--- config.mk ---
export PLATFORM = sky130hd
export DESIGN_NAME = traffic_light_fsm
export DESIGN_NICKNAME = d
export VERILOG_FILES = /design/src/rtl/traffic_light_fsm.sv
export SDC_FILE = /design/constraint.sdc
export NUM_CORES = 1
export LEC_CHECK = 0
export CAP_MARGIN = 0
export CORE_MARGIN = 1
export CORE_UTILIZATION = 40
export CTS_BUF_LIST = sky130_fd_sc_hd__clkbuf_16
export CTS_CLUSTER_DIAMETER = 80
export DETAILED_ROUTE_END_ITERATION = 6
export GPL_TIMING_DRIVEN = 0
export PLACE_DENSITY = 0.69
export RECOVER_POWER = 25
export SKIP_CTS_REPAIR_TIMING = 1
export SLEW_MARGIN = 20
export SYNTH_ARGS = -nofsm -noshare
export SYNTH_HDL_FRONTEND = slang
export SYNTH_SLANG_ARGS = --single-unit
export TNS_END_PERCENT = 20
--- constraint.sdc ---
create_clock -name clk -period 3.2 [get_ports clk]
set_clock_uncertainty 0.2 [all_clocks]
set_input_delay 0.48 -clock clk [delete_from_list [all_inputs] [get_ports clk]]
set_output_delay 0.48 -clock clk [all_outputs]
set_load 0.01 [all_outputs]
--- src/rtl/traffic_light_fsm.sv ---
// Single-approach traffic-light controller: GREEN -> YELLOW -> RED with a sticky
// pedestrian request that can shorten GREEN and a level-sensitive emergency override.
module traffic_light_fsm #(
  parameter int unsigned GREEN_TIME  = 10,
  parameter int unsigned MIN_GREEN   = 3,
  parameter int unsigned YELLOW_TIME = 3,
  parameter int unsigned RED_TIME    = 6,
  parameter int unsigned TIMER_W     = 8
) (
  input  logic clk,
  input  logic reset,
  input  logic ped_btn,
  input  logic emergency,
  output logic red,
  output logic yellow,
  output logic green,
  output logic walk,
  output logic dont_walk
);

  typedef enum logic [1:0] {SGreen, SYellow, SRed, SEmerg} state_e;

  localparam logic [TIMER_W-1:0] GreenLast  = TIMER_W'(GREEN_TIME - 1);
  localparam logic [TIMER_W-1:0] MinLast    = TIMER_W'(MIN_GREEN - 1);
  localparam logic [TIMER_W-1:0] YellowLast = TIMER_W'(YELLOW_TIME - 1);
  localparam logic [TIMER_W-1:0] RedLast    = TIMER_W'(RED_TIME - 1);

  state_e               state_q, state_d;
  logic [TIMER_W-1:0]   timer_q, timer_d;
  logic                 ped_req_q, ped_req_d;

  always_ff @(posedge clk or negedge reset) begin
    if (!reset) begin
      state_q   <= SGreen;
      timer_q   <= '0;
      ped_req_q <= 1'b0;
    end else begin
      state_q   <= state_d;
      timer_q   <= timer_d;
      ped_req_q <= ped_req_d;
    end
  end

  always_comb begin
    state_d   = state_q;
    ped_req_d = ped_req_q;
    if (emergency) begin
      state_d = SEmerg;
    end else begin
      unique case (state_q)
        SGreen: begin
          if (timer_q == GreenLast || (ped_req_q && timer_q >= MinLast)) state_d = SYellow;
        end
        SYellow: if (timer_q == YellowLast) state_d = SRed;
        SRed:    if (timer_q == RedLast) state_d = SGreen;
        SEmerg:  state_d = SRed;
        default: state_d = SGreen;
      endcase
    end

    timer_d = (state_d != state_q) ? '0 : timer_q + 1'b1;

    // Only GREEN/YELLOW accept requests; RED entry serves them and EMERG discards them.
    if (ped_btn && (state_q == SGreen || state_q == SYellow)) ped_req_d = 1'b1;
    if (state_d == SEmerg || (state_d == SRed && state_q != SRed)) ped_req_d = 1'b0;
  end

  always_comb begin
    red    = 1'b0;
    yellow = 1'b0;
    green  = 1'b0;
    walk   = 1'b0;
    unique case (state_q)
      SGreen:  green  = 1'b1;
      SYellow: yellow = 1'b1;
      SRed: begin
        red  = 1'b1;
        walk = 1'b1;
      end
      SEmerg:  red    = 1'b1;
      default: green  = 1'b1;
    endcase
    dont_walk = ~walk;
  end

endmodule

==> results of run 1 <==
[logic make-up after synthesis]
kind of cell    Yosys count  share of synthesized area (%)
compound gates           17                           19.3
xor+xnor                  7                           9.11
fa+ha+maj                 3                           5.58
buf+inv                   8                           4.46
flops                    11                           40.9
simple gates             24                           20.6
[cells in the mapped netlist (all sizes together)]
cell,count
a41oi,1
dfrtp,11
a211o,1
clkbuf,2
ha,3
nor2b,2
a21o,1
a21oi,9
o21bai,1
inv,6
xnor2,5
nor3,1
nand4b,1
a311oi,1
nand2b,1
xor2,2
and2,1
or4,1
a31oi,1
o41ai,1
nor4,2
nand3,4
a31o,1
nand2,4
nor2,7
[flip-flops by register name, indices dropped and copies added, names as in the netlist]
signal     cells
timer_q        8
state_q        2
ped_req_q      1
[layer usage]
layer / vias up / wire (um)
li1: 269 / -
met1: 251 / 635
met2: 11 / 581
met3: 5 / 57
met4: 0 / 31
met5: - / 0
[layout make-up]
cell class	instances	area [um^2]
buffer	2	7.51
clock buffer	3	75.1
clock inverter	1	3.75
fill	142	689
inverter	6	22.5
multi-input combinational	51	368
sequential	11	275
tap	16	20.0
timing repair buffer	8	80.1
[worst min-delay path by stage]
stage                       to  slack [ps]  depth (start not counted)
finish              timer_q[0]         330                          1
global placement    timer_q[0]         320                          1
floorplan            ped_req_q         -20                          0
global route        timer_q[0]         370                          1
detailed placement  timer_q[0]         330                          1
CTS                 timer_q[0]         340                          1
[critical path, stage by stage, from the launching register on]
cell and delay, ps:
dfrtp_1 440, nor2_1 240, clkdlybuf4s50_1 580
[power by group through the flow]
stage / clock network (mW) / registers, mW / logic [mW]
after detailed placement: 0 / 0.165 / 0.0682
final: 0.225 / 0.163 / 0.0682
after floorplan: 0 / 0.162 / 0.0479
after CTS: 0.230 / 0.163 / 0.0692
after global placement: 0 / 0.165 / 0.0672
after global routing: 0.238 / 0.166 / 0.0795
==> results by group, run 1 <==
GRT
  – Grt peak-use layer: met2
  – Met2 Use GR: 26.7%
  – GRT Residual Overflow: 0
  – Largest net degree at the start of global routing: 12
  – Vias in the first global route: 532
  – First-pass GRT wire length: approximately 2.4 mm
  – Met3 Use GR: 5.53%
  – Routing usage on met1: around a quarter
  – Global-route total usage across every layer: 18.4%
  – Number of antenna violations at the first check in global routing: 0

Layout
  – Most common cell after layout, fill and taps aside: dfrtp_1
  – Layout area overhead: 26.6%
  – Final std cells w/o fill: just under 100
  – Nets@finish: 90
  – Share of cells above drive strength 1: about a tenth
  – ANT cells: 0
  – Final Util: a little under three fifths
  – Commonest cells after routing, fill and taps aside: dfrtp_1, a21oi_1, inv_1, nor2_1, clkdlybuf4s50_1
  – Fin area: 852 um^2

STA
  – Hold Slack: between 300 and 400 ps
  – Least-Margin Pin Slew: roughly 520 ps
  – Setup violators final: 0
  – Post-route setup slack: approximately 1000 ps
  – Fmax: around 0.46 GHz
  – Final Slew Violations: 0
  – RSZ-0062 raised after global routing: no
  – Min cycle time layout: 2180 ps
  – Endpoints failing hold: 0
  – Setup TNS: 0 ps
  – Slew headroom: approximately two thirds
  – Period utilization: roughly two thirds

Synthesis
  – Post-synthesis register bit count: 11
  – Syn_nets: 77
  – Synthesis Warnings: 0
  – Synth unique cells: 25
  – Post-Syn Area: between 600 and 700 um^2
  – Gate count of the mapped netlist: 70
  – Area share of the largest cell type after synthesis: between 40% and 50%
  – Syn_area_per_cell: between 9 and 10 um^2
  – Top post-synthesis cells by area: dfrtp_1, a21oi_1, xnor2_1, ha_1, o41ai_4
  – Sequential area share after synthesis: 40.9%
  – Leading area contributor after synthesis: dfrtp_1

Pwr
  – Pwr Total: around 0.46 mW
  – Internal: roughly 0.34 mW
  – Seq pwr share: 35.7%
  – Leakage: approximately 0.37 nW
  – Switching share of power: between 20% and 30%
  – PD cells: ~530 nW/um^2
  – VDD IR max: between 300 and 400 uV
  – Net switching power: 0.113 mW
  – Clock network power share: between 40% and 50%
  – Combinational share of power: between 10% and 20%

CTS
  – Total CTS buffers: 3
  – CTS tree: built
  – Clock buffer depth: 2
  – Worst-skew pair later-pin latency: between 200 and 250 ps
  – CTS sink cnt: 11
  – Clock Root Buffer: clkbuf_16
  – H-tree depth: 1
  – Clock transition at path regs: around 40 ps

Floorplanning
  – Die ar.: approximately 1900 um^2
  – Core area: 1540 um^2
  – Die Y: roughly 43 um
  – Initial Util: between 40% and 50%
  – Die Wd: between 40 and 50 um
  – # IOs: 9
  – # rows: 14

Critical path
  – Reg-to-Reg Start: timer_q[0]
  – Critical path type: flop to primary output
  – Startpoint Class: flop
  – Reg2reg setup slack: about 1200 ps
  – Critical Path Source: state_q[1]
  – Crit path capture type: primary output
  – Worst Path Max Fanout: 8
  – Reg2reg end: timer_q[5]
  – Arrival time at the worst endpoint: 1500 ps
  – Worst r2r path cells: 6
  – Worst setup endpoint: green
  – Critical Path RT: around 2500 ps

Run status
  – Status: completed

Detailed routing
  – DRT antenna net count: 0
  – # DRC: 0
  – Drt wl/cell: approximately 13 um
  – Final WL: roughly 1.3 mm
  – Via Count: approximately 540
  – 1st-iter DRT viols: 16
  – Drt pass-1 iters: 5
  – Avg Vias per Cell: between 5 and 6

Hold path
  – Worst hold start: timer_q[0]
  – Worst Hold Class: flop to flop

Place
  – Placed Cells: between 90 and 100
  – DP HPWL: 896 um
  – Dpl cell area: 773 um^2
  – Input/output buffers: 8
  – Global placement routability congestion: between 0.7 and 0.8
  – DP Worst Slack: 1060 ps

Job
  – Max-Cap Viols: 0
Note: power is estimated with default switching activity, not from simulation.
==> inputs of run 2 (changes only) <==
--- a/config.mk
+++ b/config.mk
@@ -12,7 +12,7 @@
 export CTS_CLUSTER_DIAMETER = 80
 export DETAILED_ROUTE_END_ITERATION = 6
 export GPL_TIMING_DRIVEN = 0
-export PLACE_DENSITY = 0.69
+export PLACE_DENSITY = 0.71
 export RECOVER_POWER = 25
 export SKIP_CTS_REPAIR_TIMING = 1
 export SLEW_MARGIN = 20
==> constraint.sdc (replaced) <==
create_clock -name clk -period 2 [get_ports clk]
set_clock_uncertainty 0.2 [all_clocks]
set_input_delay 0.3 -clock clk [delete_from_list [all_inputs] [get_ports clk]]
set_output_delay 0.3 -clock clk [all_outputs]
set_load 0.01 [all_outputs]
==> run 2 against run 1 <==
  * The run now ends with negative setup slack left
  * Clock-buffer cell count is the same
  * Sequential share of layout area shrank 1.3 points
  * Wire length up 0.77%
  * Setup slack lost 1000 ps
  * Global-route usage down 1.6 points
==> results by group, run 2 (same netlist as run 1, synthesis figures left out) <==
Detailed routing
  – Drt pass-1 iters: 4
  – DRT antenna net count: 0
  – 1st-iter DRT viols: 4
  – Final WL: approximately 1.3 mm
  – Via Count: 537
  – Avg Vias per Cell: approximately 5.3
  – # DRC: 0
  – Drt wl/cell: 13.0 um

Critical path
  – Worst Path Max Fanout: 3
  – Critical Path RT: 1920 ps
  – CP bufs+invs: 1
  – Arrival time at the worst endpoint: 1930 ps
  – Startpoint Class: flop
  – Critical path type: flop to flop
  – Crit-path leading delay family: simple AND/OR/NAND/NOR gates
  – CP cell instances: or4_4, o41ai_4, buf_4, nand3_1, a21o_1
  – Slowest cell on the critical path: or4_4
  – CP max stage delay: around 570 ps
  – Crit path capture type: flop

Layout
  – Reg with most FFs: timer_q
  – Most common cell after layout, fill and taps aside: dfrtp_1
  – Commonest cells after routing, fill and taps aside: dfrtp_1, a21oi_1, clkdlybuf4s50_1
  – Largest regs: timer_q: 8 flops, state_q: 2 flops, ped_req_q: 1 flops
  – Nets@finish: 93
  – Number of fill cells: ~130
  – Largest register FFs: 8
  – Final Util: 58.2%
  – Final std cells w/o fill: roughly 100
  – Layout area overhead: 33.3%
  – Share of cells above drive strength 1: 20.0%
  – ANT cells: 0

Run status
  – Failing checks: negative setup slack
  – Status: finished with violations

STA
  – Fmax: about 0.5 GHz
  – Slew headroom: 66.2%
  – Post-route setup slack: -8.82 ps
  – Period utilization: 100%
  – Hold Slack: 274 ps
  – Final Slew Violations: 0
  – Endpoints failing hold: 0
  – Setup violators final: 1
  – Min cycle time layout: around 2000 ps
  – RSZ-0062 raised after global routing: yes
  – Least-Margin Pin Slew: a little over 500 ps

Floorplanning
  – Initial Util: ~44%
  – Core area: 1540 um^2
  – Die Y: roughly 43 um
  – Die Wd: around 43 um
  – # rows: 14
  – # IOs: 9
  – Die ar.: 1850 um^2

GRT
  – First-pass GRT wire length: ~2.3 mm
  – Largest net degree at the start of global routing: 12
  – Vias in the first global route: roughly 500
  – Global-route total usage across every layer: between 10% and 20%
  – Number of antenna violations at the first check in global routing: 0
  – GRT Residual Overflow: 0

Place
  – Global placement routability congestion: around 0.76
  – Placed Cells: between 90 and 100
  – Input/output buffers: 8
  – DP HPWL: 878 um

CTS
  – Worst-skew pair later-pin latency: 240 ps
  – CTS sink cnt: 11
  – H-tree depth: 1
  – Clock transition at path regs: around 40 ps
  – Clock buffer depth: 2
  – Total CTS buffers: 3
  – CTS tree: built
  – Clock Root Buffer: clkbuf_16

Pwr
  – PD cells: around 800 nW/um^2
  – VDD IR max: slightly above 600 uV
  – Leakage: between 0.3 and 0.4 nW

Hold path
  – Worst Hold Class: primary input to asynchronous set/reset pin

Job
  – Max-Cap Viols: 0
## run 2: cell count changes in the layout (fill, tap and decap cells not counted), sizes merged
| cell | before | now |
|---|---|---|
| buf | 0 | 3 |
## run 2: per-stage QoR
step	instance area [um^2]	TNS (ps)	total power [mW]	worst slack, ps
after floorplan	673	0	0.336	143
after global placement	773	-19.5	0.371	-4.34
after detailed placement	773	0	0.373	8.67
after CTS	852	-43.1	0.734	-28.3
after global routing	897	-550	0.775	-81.5
final	897	-8.82	0.735	-8.82
## run 2: metal layers
metal  vias up  GRT usage [%]  share of wire [%]
met5         -              0                  0
met4         0           9.09                1.7
met3         4           4.68                4.3
met2        11           23.6                 46
met1       245           23.0                 48
li1        277              -                  -
## run 2: worst paths after layout
| kind | from | endpoint | slack [ps] | cells past startpoint |
|---|---|---|---|---|
| setup / recovery | timer_q[4] | state_q[0] | -9 | 5 |
| hold / removal | reset | timer_q[2] | 270 | 1 |
| setup reg to reg | timer_q[4] | state_q[0] | -9 | 5 |
| hold reg to reg | timer_q[0] | timer_q[0] | 290 | 1 |
| max in group asynchronous | reset | timer_q[0] | 960 | 1 |
| min in group clk | timer_q[0] | timer_q[0] | 290 | 1 |
## run 2: layout make-up
class | instances | area, um^2 | share of cell area [%]
multi-input combinational | 51 | 388 | 43.2
sequential | 11 | 278 | 31.0
timing repair buffer | 11 | 103 | 11.4
clock buffer | 3 | 75.1 | 8.37
inverter | 6 | 22.5 | 2.51
tap | 16 | 20.0 | 2.23
buffer | 2 | 7.51 | 0.837
clock inverter | 1 | 3.75 | 0.418
## run 2: power breakdown
part | total (mW) | leakage, nW | internal (mW) | switching, mW
Combinational | 0.115 | 0.203 | 0.0513 | 0.0637
Clock | 0.355 | 0.0423 | 0.262 | 0.0932
Sequential | 0.265 | 0.141 | 0.240 | 0.0244
Total | 0.735 | 0.387 | 0.553 | 0.181
==> inputs of run 3 (changes only) <==
--- a/config.mk
+++ b/config.mk
@@ -14,6 +14,7 @@
 export GPL_TIMING_DRIVEN = 0
 export PLACE_DENSITY = 0.71
 export RECOVER_POWER = 25
+export SETUP_SLACK_MARGIN = 0.4
 export SKIP_CTS_REPAIR_TIMING = 1
 export SLEW_MARGIN = 20
 export SYNTH_ARGS = -nofsm -noshare
==> run 3 against run 2 <==
  * The flow now finishes without violations
  * Die area unchanged
  * Sequential share of layout area up 0.80 points
  * Flip-flop and latch count unchanged
  * Maximum frequency up 0.64%
  * Critical endpoint is now timer_q[6]
  * Largest cell class unchanged
  * Final cell count down 2.0%
  * Register-to-register slack about the same
==> results by group, run 3 (same netlist as run 1, synthesis figures left out) <==
CTS
  – H-tree depth: 1
  – Clock Root Buffer: clkbuf_16
  – CTS tree: built
  – CTS sink cnt: 11
  – Clock transition at path regs: around 40 ps
  – Worst-skew pair later-pin latency: between 200 and 250 ps
  – Total CTS buffers: 3
  – Clock buffer depth: 2

Critical path
  – Worst Path Max Fanout: 8
  – Arrival time at the worst endpoint: roughly 2000 ps
  – Startpoint Class: flop
  – Critical Path RT: between 1500 and 2000 ps
  – Critical path type: flop to flop
  – Crit path capture type: flop
  – Worst r2r path cells: 4

Layout
  – Layout area overhead: 30.5%
  – Final Util: 57.0%
  – Largest regs: timer_q: 8 flops, state_q: 2 flops, ped_req_q: 1 flops
  – Reg with most FFs: timer_q
  – Nets@finish: slightly above 90
  – Register area: ~280 um^2
  – Largest register FFs: 8
  – Final std cells w/o fill: between 90 and 100
  – Number of fill cells: 130
  – Total area of multi-input combinational cells: ~380 um^2
  – ANT cells: 0
  – Share of cells above drive strength 1: between 20% and 30%
  – Commonest cells after routing, fill and taps aside: a21oi_1, dfrtp_1, inv_1, nor2_1, xnor2_1

Floorplanning
  – Die Y: around 43 um
  – Die Wd: 43.0 um
  – Initial Util: a little over two fifths
  – # IOs: 9
  – Core area: around 1500 um^2
  – Die ar.: approximately 1900 um^2
  – # rows: 14

STA
  – RSZ-0062 raised after global routing: yes
  – Setup TNS: 0 ps
  – Setup violators final: 0
  – Endpoints failing hold: 0
  – Hold Slack: 279 ps
  – Slew headroom: between 60 and 70%
  – Period utilization: between 90% and 100%
  – Fmax: approximately 0.50 GHz
  – Least-Margin Pin Slew: just over 500 ps
  – Min cycle time layout: between 1500 and 2000 ps
  – Final Slew Violations: 0

GRT
  – GRT Residual Overflow: 0
  – Vias in the first global route: a little over 500
  – First-pass GRT wire length: 2.24 mm
  – Largest net degree at the start of global routing: 12
  – Number of antenna violations at the first check in global routing: 0
  – Global-route total usage across every layer: approximately 17%

Detailed routing
  – 1st-iter DRT viols: 19
  – Avg Vias per Cell: around 5.6
  – DRT antenna net count: 0
  – Via Count: roughly 550
  – Drt pass-1 iters: 4
  – # DRC: 0
  – Final WL: 1.32 mm
  – Drt wl/cell: 13.4 um

Run status
  – Status: completed

Place
  – DP HPWL: 914 um
  – Input/output buffers: 8
  – Global placement routability congestion: about 0.8
  – Placed Cells: 94

Pwr
  – PD cells: approximately 830 nW/um^2
  – VDD IR max: about 390 uV
  – Leakage: 0.403 nW
  – Pwr Total: approximately 0.73 mW

Job
  – Max-Cap Viols: 0

Hold path
  – Worst Hold Class: primary input to asynchronous set/reset pin
run 3: cell types whose count changed in the layout (fill, tap and decap cells not counted), sizes merged:
cell           before  now
clkdlybuf4s50       7    3
dlymetal6s2s        0    3
buf                 3    1
clkbuf              5    6
run 3: worst max-delay path: stages (launching register included):
cell	delay (ps)
dfrtp_1	410
or4_4	580
o41ai_4	310
nand4b_4	220
a21oi_1	190
run 3: path summary, 6_finish.rpt:
| check | start | end | slack [ps] |
|---|---|---|---|
| setup / recovery | timer_q[5] | timer_q[6] | 4 |
| hold / removal | reset | timer_q[2] | 280 |
| setup reg to reg | timer_q[5] | timer_q[6] | 4 |
| hold reg to reg | timer_q[0] | timer_q[0] | 290 |
| max in group asynchronous | reset | timer_q[0] | 950 |
| min in group clk | timer_q[0] | timer_q[0] | 290 |
run 3: metal layers:
metal,up-vias,share of wire [%],routed length [um],track usage [%]
met5,-,0,0,0
li1,272,-,-,-
met4,0,1.4,19,10.9
met3,2,7.4,98,4.26
met1,258,45,597,22.0
met2,19,46,609,24.8
run 3: area by class of cell:
cell class,count,area share (%)
multi-input cells,51,43.3
inverters,6,2.56
plain buffers,2,0.855
flip-flops and latches,11,31.8
clock inverters,1,0.427
well taps,16,2.28
repair buffers,9,10.3
clock buffers,3,8.55
run 3: power breakdown:
group          internal (mW)  total (mW)  switching (mW)
sequential             0.239       0.263          0.0234
clock                  0.262       0.356          0.0944
combinational         0.0462       0.109          0.0629
run 3: stage by stage:
stage	area, um^2	setup slack [ps]
floorplan	673	143
global placement	773	-17.3
detailed placement	773	-10.0
CTS	852	-18.5
global route	878	-122
finish	878	3.97
